$ cat src/rtl/pipe_pkg.sv
// Shared pipeline-stage constants and the entry record carried between stages.
// The MIPS reset and exception-handler addresses are defined here.
package pipe_pkg;

   localparam int unsigned PAYLOAD_W = 160;
   localparam int unsigned PC_W      = 32;
   localparam int unsigned EXC_W     = 5;

   localparam logic [PC_W-1:0]  RESET_PC   = 32'h0000_3000;
   localparam logic [PC_W-1:0]  HANDLER_PC = 32'h0000_4180;
   localparam logic [EXC_W-1:0] EXC_NONE   = '0;

   typedef struct packed {
      logic [PC_W-1:0]      pc;
      logic [EXC_W-1:0]     exc;
      logic                 bd;
      logic [PAYLOAD_W-1:0] payload;
   } stage_entry_t;

endpackage

$ cat src/rtl/pipe_stage_buf_if.sv
// Upstream/downstream valid-ready bundle of one pipeline stage.
// The slave modport is the stage; the master modport is its environment.
interface pipe_stage_buf_if #(
   parameter int unsigned PAYLOAD_W = pipe_pkg::PAYLOAD_W,
   parameter int unsigned PC_W      = pipe_pkg::PC_W,
   parameter int unsigned EXC_W     = pipe_pkg::EXC_W
);
   logic                 in_valid;
   logic                 in_ready;
   logic [PC_W-1:0]      in_pc;
   logic [EXC_W-1:0]     in_exc;
   logic                 in_bd;
   logic [PAYLOAD_W-1:0] in_payload;

   logic                 out_valid;
   logic                 out_ready;
   logic [PC_W-1:0]      out_pc;
   logic [EXC_W-1:0]     out_exc;
   logic                 out_bd;
   logic [PAYLOAD_W-1:0] out_payload;

   modport master (
      output in_valid, in_pc, in_exc, in_bd, in_payload, out_ready,
      input  in_ready, out_valid, out_pc, out_exc, out_bd, out_payload
   );

   modport slave (
      input  in_valid, in_pc, in_exc, in_bd, in_payload, out_ready,
      output in_ready, out_valid, out_pc, out_exc, out_bd, out_payload
   );

endinterface

$ cat src/rtl/pipe_entry_reg.sv
// One pipeline entry register: clear-to-PC, squashing load, bubble and drop.
// Priority is clear > load > bubble > drop; otherwise the entry holds.
module pipe_entry_reg #(
   parameter int unsigned PAYLOAD_W = pipe_pkg::PAYLOAD_W,
   parameter int unsigned PC_W      = pipe_pkg::PC_W,
   parameter int unsigned EXC_W     = pipe_pkg::EXC_W
) (
   input  logic                 clk,
   input  logic                 clear,
   input  logic [PC_W-1:0]      clear_pc,
   input  logic                 load,
   input  logic                 bubble,
   input  logic                 drop,
   input  logic [PC_W-1:0]      d_pc,
   input  logic [EXC_W-1:0]     d_exc,
   input  logic                 d_bd,
   input  logic [PAYLOAD_W-1:0] d_payload,
   output logic                 q_valid,
   output logic [PC_W-1:0]      q_pc,
   output logic [EXC_W-1:0]     q_exc,
   output logic                 q_bd,
   output logic [PAYLOAD_W-1:0] q_payload
);
   import pipe_pkg::*;

   always_ff @(posedge clk) begin
      if (clear) begin
         q_valid   <= 1'b0;
         q_pc      <= clear_pc;
         q_exc     <= '0;
         q_bd      <= 1'b0;
         q_payload <= '0;
      end else if (load) begin
         q_valid   <= 1'b1;
         q_pc      <= d_pc;
         q_exc     <= d_exc;
         q_bd      <= d_bd;
         // a faulting entry keeps pc/exc/bd for the handler but no operands
         q_payload <= (d_exc != EXC_W'(EXC_NONE)) ? '0 : d_payload;
      end else if (bubble) begin
         q_valid   <= 1'b0;
         q_pc      <= d_pc;
         q_exc     <= '0;
         q_bd      <= d_bd;
         q_payload <= '0;
      end else if (drop) begin
         q_valid   <= 1'b0;
      end
   end

endmodule

$ cat src/rtl/pipe_stage_buf.sv
// Elastic pipeline-stage register with optional two-entry skid buffer.
// Reset and flush clear both entries and park out_pc at a fixed address.
module pipe_stage_buf #(
   parameter int unsigned     PAYLOAD_W  = pipe_pkg::PAYLOAD_W,
   parameter int unsigned     PC_W       = pipe_pkg::PC_W,
   parameter int unsigned     EXC_W      = pipe_pkg::EXC_W,
   parameter logic [PC_W-1:0] RESET_PC   = PC_W'(pipe_pkg::RESET_PC),
   parameter logic [PC_W-1:0] HANDLER_PC = PC_W'(pipe_pkg::HANDLER_PC),
   parameter bit              SKID       = 1'b1
) (
   input  logic                   clk,
   input  logic                   reset,
   input  logic                   flush,
   pipe_stage_buf_if.slave        bus,
   output logic [1:0]             occupancy
);
   logic                 ctrl;
   logic [PC_W-1:0]      clear_pc;
   logic                 main_free;
   logic                 in_fire;
   logic                 main_load;
   logic                 main_bubble;

   logic                 skid_valid;
   logic [PC_W-1:0]      skid_pc;
   logic [EXC_W-1:0]     skid_exc;
   logic                 skid_bd;
   logic [PAYLOAD_W-1:0] skid_payload;

   logic [PC_W-1:0]      src_pc;
   logic [EXC_W-1:0]     src_exc;
   logic                 src_bd;
   logic [PAYLOAD_W-1:0] src_payload;

   assign ctrl      = reset | flush;
   assign clear_pc  = reset ? RESET_PC : HANDLER_PC;
   assign main_free = !bus.out_valid | bus.out_ready;
   assign in_fire   = bus.in_valid & bus.in_ready;

   // the skid entry is always older than the input, so it goes first
   always_comb begin
      src_pc      = bus.in_pc;
      src_exc     = bus.in_exc;
      src_bd      = bus.in_bd;
      src_payload = bus.in_payload;
      if (skid_valid) begin
         src_pc      = skid_pc;
         src_exc     = skid_exc;
         src_bd      = skid_bd;
         src_payload = skid_payload;
      end
   end

   assign main_load   = main_free & (skid_valid | in_fire);
   assign main_bubble = main_free & !skid_valid & !in_fire;

   pipe_entry_reg #(.PAYLOAD_W(PAYLOAD_W), .PC_W(PC_W), .EXC_W(EXC_W)) u_main (
      .clk       (clk),
      .clear     (ctrl),
      .clear_pc  (clear_pc),
      .load      (main_load),
      .bubble    (main_bubble),
      .drop      (1'b0),
      .d_pc      (src_pc),
      .d_exc     (src_exc),
      .d_bd      (src_bd),
      .d_payload (src_payload),
      .q_valid   (bus.out_valid),
      .q_pc      (bus.out_pc),
      .q_exc     (bus.out_exc),
      .q_bd      (bus.out_bd),
      .q_payload (bus.out_payload)
   );

   generate
      if (SKID) begin : g_skid
         assign bus.in_ready = !skid_valid & !ctrl;

         pipe_entry_reg #(.PAYLOAD_W(PAYLOAD_W), .PC_W(PC_W), .EXC_W(EXC_W)) u_skid (
            .clk       (clk),
            .clear     (ctrl),
            .clear_pc  (clear_pc),
            .load      (!main_free & in_fire),
            .bubble    (1'b0),
            .drop      (main_free & skid_valid),
            .d_pc      (bus.in_pc),
            .d_exc     (bus.in_exc),
            .d_bd      (bus.in_bd),
            .d_payload (bus.in_payload),
            .q_valid   (skid_valid),
            .q_pc      (skid_pc),
            .q_exc     (skid_exc),
            .q_bd      (skid_bd),
            .q_payload (skid_payload)
         );
      end else begin : g_no_skid
         assign bus.in_ready = main_free & !ctrl;
         assign skid_valid   = 1'b0;
         assign skid_pc      = '0;
         assign skid_exc     = '0;
         assign skid_bd      = 1'b0;
         assign skid_payload = '0;
      end
   endgenerate

   assign occupancy = {1'b0, bus.out_valid} + {1'b0, skid_valid};

endmodule

$ cat src/flat_wrapper.sv
// flat-port wrapper written by rule: the top's interface ports become plain ports
module pipe_stage_buf_flat 
#(
   parameter int unsigned     PAYLOAD_W  = pipe_pkg::PAYLOAD_W,
   parameter int unsigned     PC_W       = pipe_pkg::PC_W,
   parameter int unsigned     EXC_W      = pipe_pkg::EXC_W,
   parameter logic [PC_W-1:0] RESET_PC   = PC_W'(pipe_pkg::RESET_PC),
   parameter logic [PC_W-1:0] HANDLER_PC = PC_W'(pipe_pkg::HANDLER_PC),
   parameter bit              SKID       = 1'b1
)
  (clk, reset, flush, occupancy, bus_in_valid, bus_in_pc, bus_in_exc, bus_in_bd, bus_in_payload, bus_out_ready, bus_in_ready, bus_out_valid, bus_out_pc, bus_out_exc, bus_out_bd, bus_out_payload);
  pipe_stage_buf_if #(.PAYLOAD_W(PAYLOAD_W), .PC_W(PC_W), .EXC_W(EXC_W)) bus_i ();
  input  logic clk;
  input  logic reset;
  input  logic flush;
  output logic [1:0] occupancy;
  input wire logic [$bits(bus_i.in_valid)-1:0] bus_in_valid;
  input wire logic [$bits(bus_i.in_pc)-1:0] bus_in_pc;
  input wire logic [$bits(bus_i.in_exc)-1:0] bus_in_exc;
  input wire logic [$bits(bus_i.in_bd)-1:0] bus_in_bd;
  input wire logic [$bits(bus_i.in_payload)-1:0] bus_in_payload;
  input wire logic [$bits(bus_i.out_ready)-1:0] bus_out_ready;
  output wire logic [$bits(bus_i.in_ready)-1:0] bus_in_ready;
  output wire logic [$bits(bus_i.out_valid)-1:0] bus_out_valid;
  output wire logic [$bits(bus_i.out_pc)-1:0] bus_out_pc;
  output wire logic [$bits(bus_i.out_exc)-1:0] bus_out_exc;
  output wire logic [$bits(bus_i.out_bd)-1:0] bus_out_bd;
  output wire logic [$bits(bus_i.out_payload)-1:0] bus_out_payload;
  assign bus_i.in_valid = bus_in_valid;
  assign bus_i.in_pc = bus_in_pc;
  assign bus_i.in_exc = bus_in_exc;
  assign bus_i.in_bd = bus_in_bd;
  assign bus_i.in_payload = bus_in_payload;
  assign bus_i.out_ready = bus_out_ready;
  assign bus_in_ready = bus_i.in_ready;
  assign bus_out_valid = bus_i.out_valid;
  assign bus_out_pc = bus_i.out_pc;
  assign bus_out_exc = bus_i.out_exc;
  assign bus_out_bd = bus_i.out_bd;
  assign bus_out_payload = bus_i.out_payload;
  pipe_stage_buf #(.PAYLOAD_W(PAYLOAD_W), .PC_W(PC_W), .EXC_W(EXC_W), .RESET_PC(RESET_PC), .HANDLER_PC(HANDLER_PC), .SKID(SKID)) u_core (.clk(clk), .reset(reset), .flush(flush), .bus(bus_i), .occupancy(occupancy));
endmodule
$ cat config.mk
export PLATFORM = sky130hd
export DESIGN_NAME = pipe_stage_buf_flat
export DESIGN_NICKNAME = d
export VERILOG_FILES = /design/src/rtl/pipe_pkg.sv /design/src/rtl/pipe_stage_buf_if.sv /design/src/rtl/pipe_entry_reg.sv /design/src/rtl/pipe_stage_buf.sv /design/src/flat_wrapper.sv
export SDC_FILE = /design/constraint.sdc
export NUM_CORES = 1
export LEC_CHECK = 0
export BUFFER_PORTS_ARGS = -buffer_cell sky130_fd_sc_hd__buf_4
export CORE_MARGIN = 5
export CORE_UTILIZATION = 52
export CTS_BUF_LIST = sky130_fd_sc_hd__clkbuf_16
export CTS_CLUSTER_SIZE = 12
export DETAILED_ROUTE_END_ITERATION = 10
export GPL_TIMING_DRIVEN = 0
export HOLD_SLACK_MARGIN = 0.12
export PLACE_DENSITY = 0.83
export SYNTH_ARGS = -nofsm -noshare
export SYNTH_HDL_FRONTEND = slang
export SYNTH_SLANG_ARGS = --single-unit
$ cat constraint.sdc
create_clock -name clk -period 3.48 [get_ports clk]
set_input_delay 0.696 -clock clk [delete_from_list [all_inputs] [get_ports clk]]
set_output_delay 0.696 -clock clk [all_outputs]
set_load 0.05 [all_outputs]
==> results.md <==
* Status: finished clean
* Initial DRC count at around 830
* HP Class: in -> reg
* CTS buffer count at 43
* First-pass GRT wire length at 68,500 microns
* Port bufs at 403
* Layout Cells excl Fill at approximately 2,200
* Flop and latch count out of synthesis at about 400
* Final ANT Viol Nets at 0
* Post-synth top cells: dfxtp_1 (334), mux2i_1 (198), nand2_1 (165)
* Seq/Total Area, Yosys at 57.6%
* Worst Tran Pin Value at around 1300 ps
* CTS clk-pin slew, worst paths at 60 ps
* Met3 usage at 7.11%
* Pwr dens at 499 nW/um^2
* Synth cell types at 33
* Cts hold-fix bufs at 0
* Syn Inst Count at 1,318
* Finish-stage setup viols at 0
* Fmax at between 300 and 400 MHz
* Hold Violations, Final at 0
* Area delta synth->final at 32.9%
* Max-slew headroom at 15.1%
* Async S/R FF share, synth at 0%
* Clk_lat worst skew at ~520 ps
* Via density at 5.67
* Starting Density at a little over half
* CP required at between 2000 and 3000 ps
* Min Clock Period, post-route at about 3200 ps
* Number of synthesized flops with an enable pin at 64
* Mapped Area at 14,900 sq um
* Most frequent cell after synthesis: dfxtp_1
* Setup TNS Final at 0 ps
* Top cells by area, synth: dfxtp_1 (45%), mux2i_1 (13%), edfxtp_1 (13%), a22o_1 (9.4%), o31ai_1 (8.0%)
* RSZ-0062 raised after global routing: no
* DP HPWL at 32,000 microns
* Global route hottest layer: met2
* Leakage power at 7.89 nW
* CTS Buffer Depth at 3
* Overall Global Routing Usage at 25.7%
* Final period utilization at 91.0%
* Antenna violations before repair at 2
* Crit-path max FO at 10
* Vias at between 10,000 and 15,000
* Clock sinks at 398
* Total Wirelength at between 40,000 and 50,000 microns
* Clk root buf: clkbuf_16
* Core ar. at 28,500 sq um
* Met1 Usage GRT at 31.7%
* Share of cells above drive strength 1 at 27.5%
* Core Util, Final at 69.6%
* Syn_area_per_cell at 11.3 sq um
* CTS tree: done
* Grt ovf at 0
* Largest net degree at the start of global routing at 34
* Rows at 62
* GR Util met2 at between 40% and 50%
* Type of origin of the critical path: register
* Post-Route Skew at 13.0 ps
* DRC Markers at 0
* # Max-Cap Violations at 0
* Number of synthesis warnings at 0
* Drt first pass iters at 5
* Max-slew violations at 0
* Global placement routability congestion at 0.825
* Inst Count DP at 2,105
* Yosys top cell by area: dfxtp_1
* CP Capture Type: output pin
* Worst Path Arrival at approximately 2500 ps
* Vias in the first global route at 12,400
* Synth top area share at 44.7%
* Post-layout nets at 1,971
* CP Class: reg -> out
* Avg WL per Cell at 20.4 microns
* ANT cells at 0
* Die Area at ~32,000 sq um
* Main synth FF type: dfxtp_1
* Ports at between 400 and 500
* H-Tree Level Count at 2
* VDD IR max at around 0.33 mV
* Die H at 180 microns
* Mapped Nets at 1,522
* Die X at 180 microns
==> cell families after synthesis <==
family / after synthesis / share of synthesized area, %
compound gates: 347 / 18.4
flops: 398 / 57.6
simple gates: 251 / 7.23
fa+ha+maj: 1 / 0.0837
buf+inv: 123 / 3.38
mux: 198 / 13.3
==> final cells by class <==
type / count / area [sq um]
buffer: 120 / 495
clock buffer: 45 / 1130
clock inverter: 27 / 265
fill: 2094 / 8690
inverter: 3 / 15.0
multi-input combinational: 797 / 5830
sequential: 398 / 8610
tap: 384 / 480
timing repair buffer: 403 / 3030
timing repair inverter: 1 / 7.51
==> sequential cells by signal, indices dropped and copies added (netlist names) <==
name and cells:
u_core.g_skid.u_skid.q_bd 1, u_core.u_main.q_valid 1, u_core.u_main.q_payload 160, u_core.g_skid.u_skid.q_valid 1
u_core.g_skid.u_skid.q_exc 5, u_core.u_main.q_bd 1, u_core.g_skid.u_skid.q_payload 160, u_core.u_main.q_exc 5
u_core.g_skid.u_skid.q_pc 32, u_core.u_main.q_pc 32
==> routing by layer <==
layer / wire [microns] / vias to the layer above
met5: 34 / -
met4: 1480 / 4
met3: 3950 / 99
met2: 21500 / 544
met1: 17400 / 5936
li1: - / 5772
==> path summary, 6_finish.rpt <==
check                               start                                 end  cells after the start  slack (ps)
max          u_core.g_skid.u_skid.q_valid                        bus_in_ready                      5         310
min                    bus_in_payload[79]  u_core.g_skid.u_skid.q_payload[79]                      2         390
max reg2reg  u_core.g_skid.u_skid.q_valid       u_core.g_skid.u_skid.q_pc[17]                      7         440
min reg2reg   u_core.u_main.q_payload[13]         u_core.u_main.q_payload[13]                      2         450
==> worst max-delay path, stage by stage, from the launching register on <==
cell	delay, ps
dfxtp_1	360
clkbuf_1	300
buf_2	400
clkbuf_1	550
nor2_1	120
buf_4	220
==> per-stage QoR <==
step	total power (W)	setup slack, ps	instance area [sq um]	hold slack, ps
final	0.00991	313	19900	388
after global routing	0.0102	152	19900	374
after CTS	0.00996	63.5	19800	375
after detailed placement	0.00547	-490	18400	440
after global placement	0.00545	-438	18400	436
after floorplan	0.00513	507	14900	449
==> power breakdown <==
part           switching [W]  leakage [nW]  total, W  internal (W)
clock network        0.00178         0.724   0.00454       0.00276
logic               0.000370          3.75  0.000627      0.000258
registers          0.0000197          3.42   0.00475       0.00473
==> timing repair <==
action | CTS | global route
setup buffers | 0 | 0
gates cloned | 0 | 1
resized for setup | 1 | 3
setup endpoints to repair | 32 | 32
==> cell usage in the layout, fill, tap and decap left out, types with 2 or more instances in the layout <==
| cell type | count |
|---|---|
| clkinv_1 | 6 |
| nand3_1 | 7 |
| buf_1 | 13 |
| inv_2 | 2 |
| o21ai_0 | 11 |
| edfxtp_1 | 64 |
| o21bai_1 | 2 |
| clkinvlp_4 | 2 |
| buf_2 | 26 |
| a21oi_1 | 10 |
| nor2_1 | 38 |
| inv_1 | 13 |
| a22o_1 | 160 |
| nor4b_1 | 2 |
| nand2_1 | 165 |
| clkbuf_16 | 45 |
| clkbuf_1 | 77 |
| nor2_2 | 2 |
| o31ai_1 | 160 |
| buf_4 | 406 |
| and2_1 | 27 |
| a21o_1 | 2 |
| dfxtp_1 | 334 |
| bufinv_16 | 6 |
| mux2i_1 | 198 |
No activity file was read; power rests on OpenSTA's default activity.
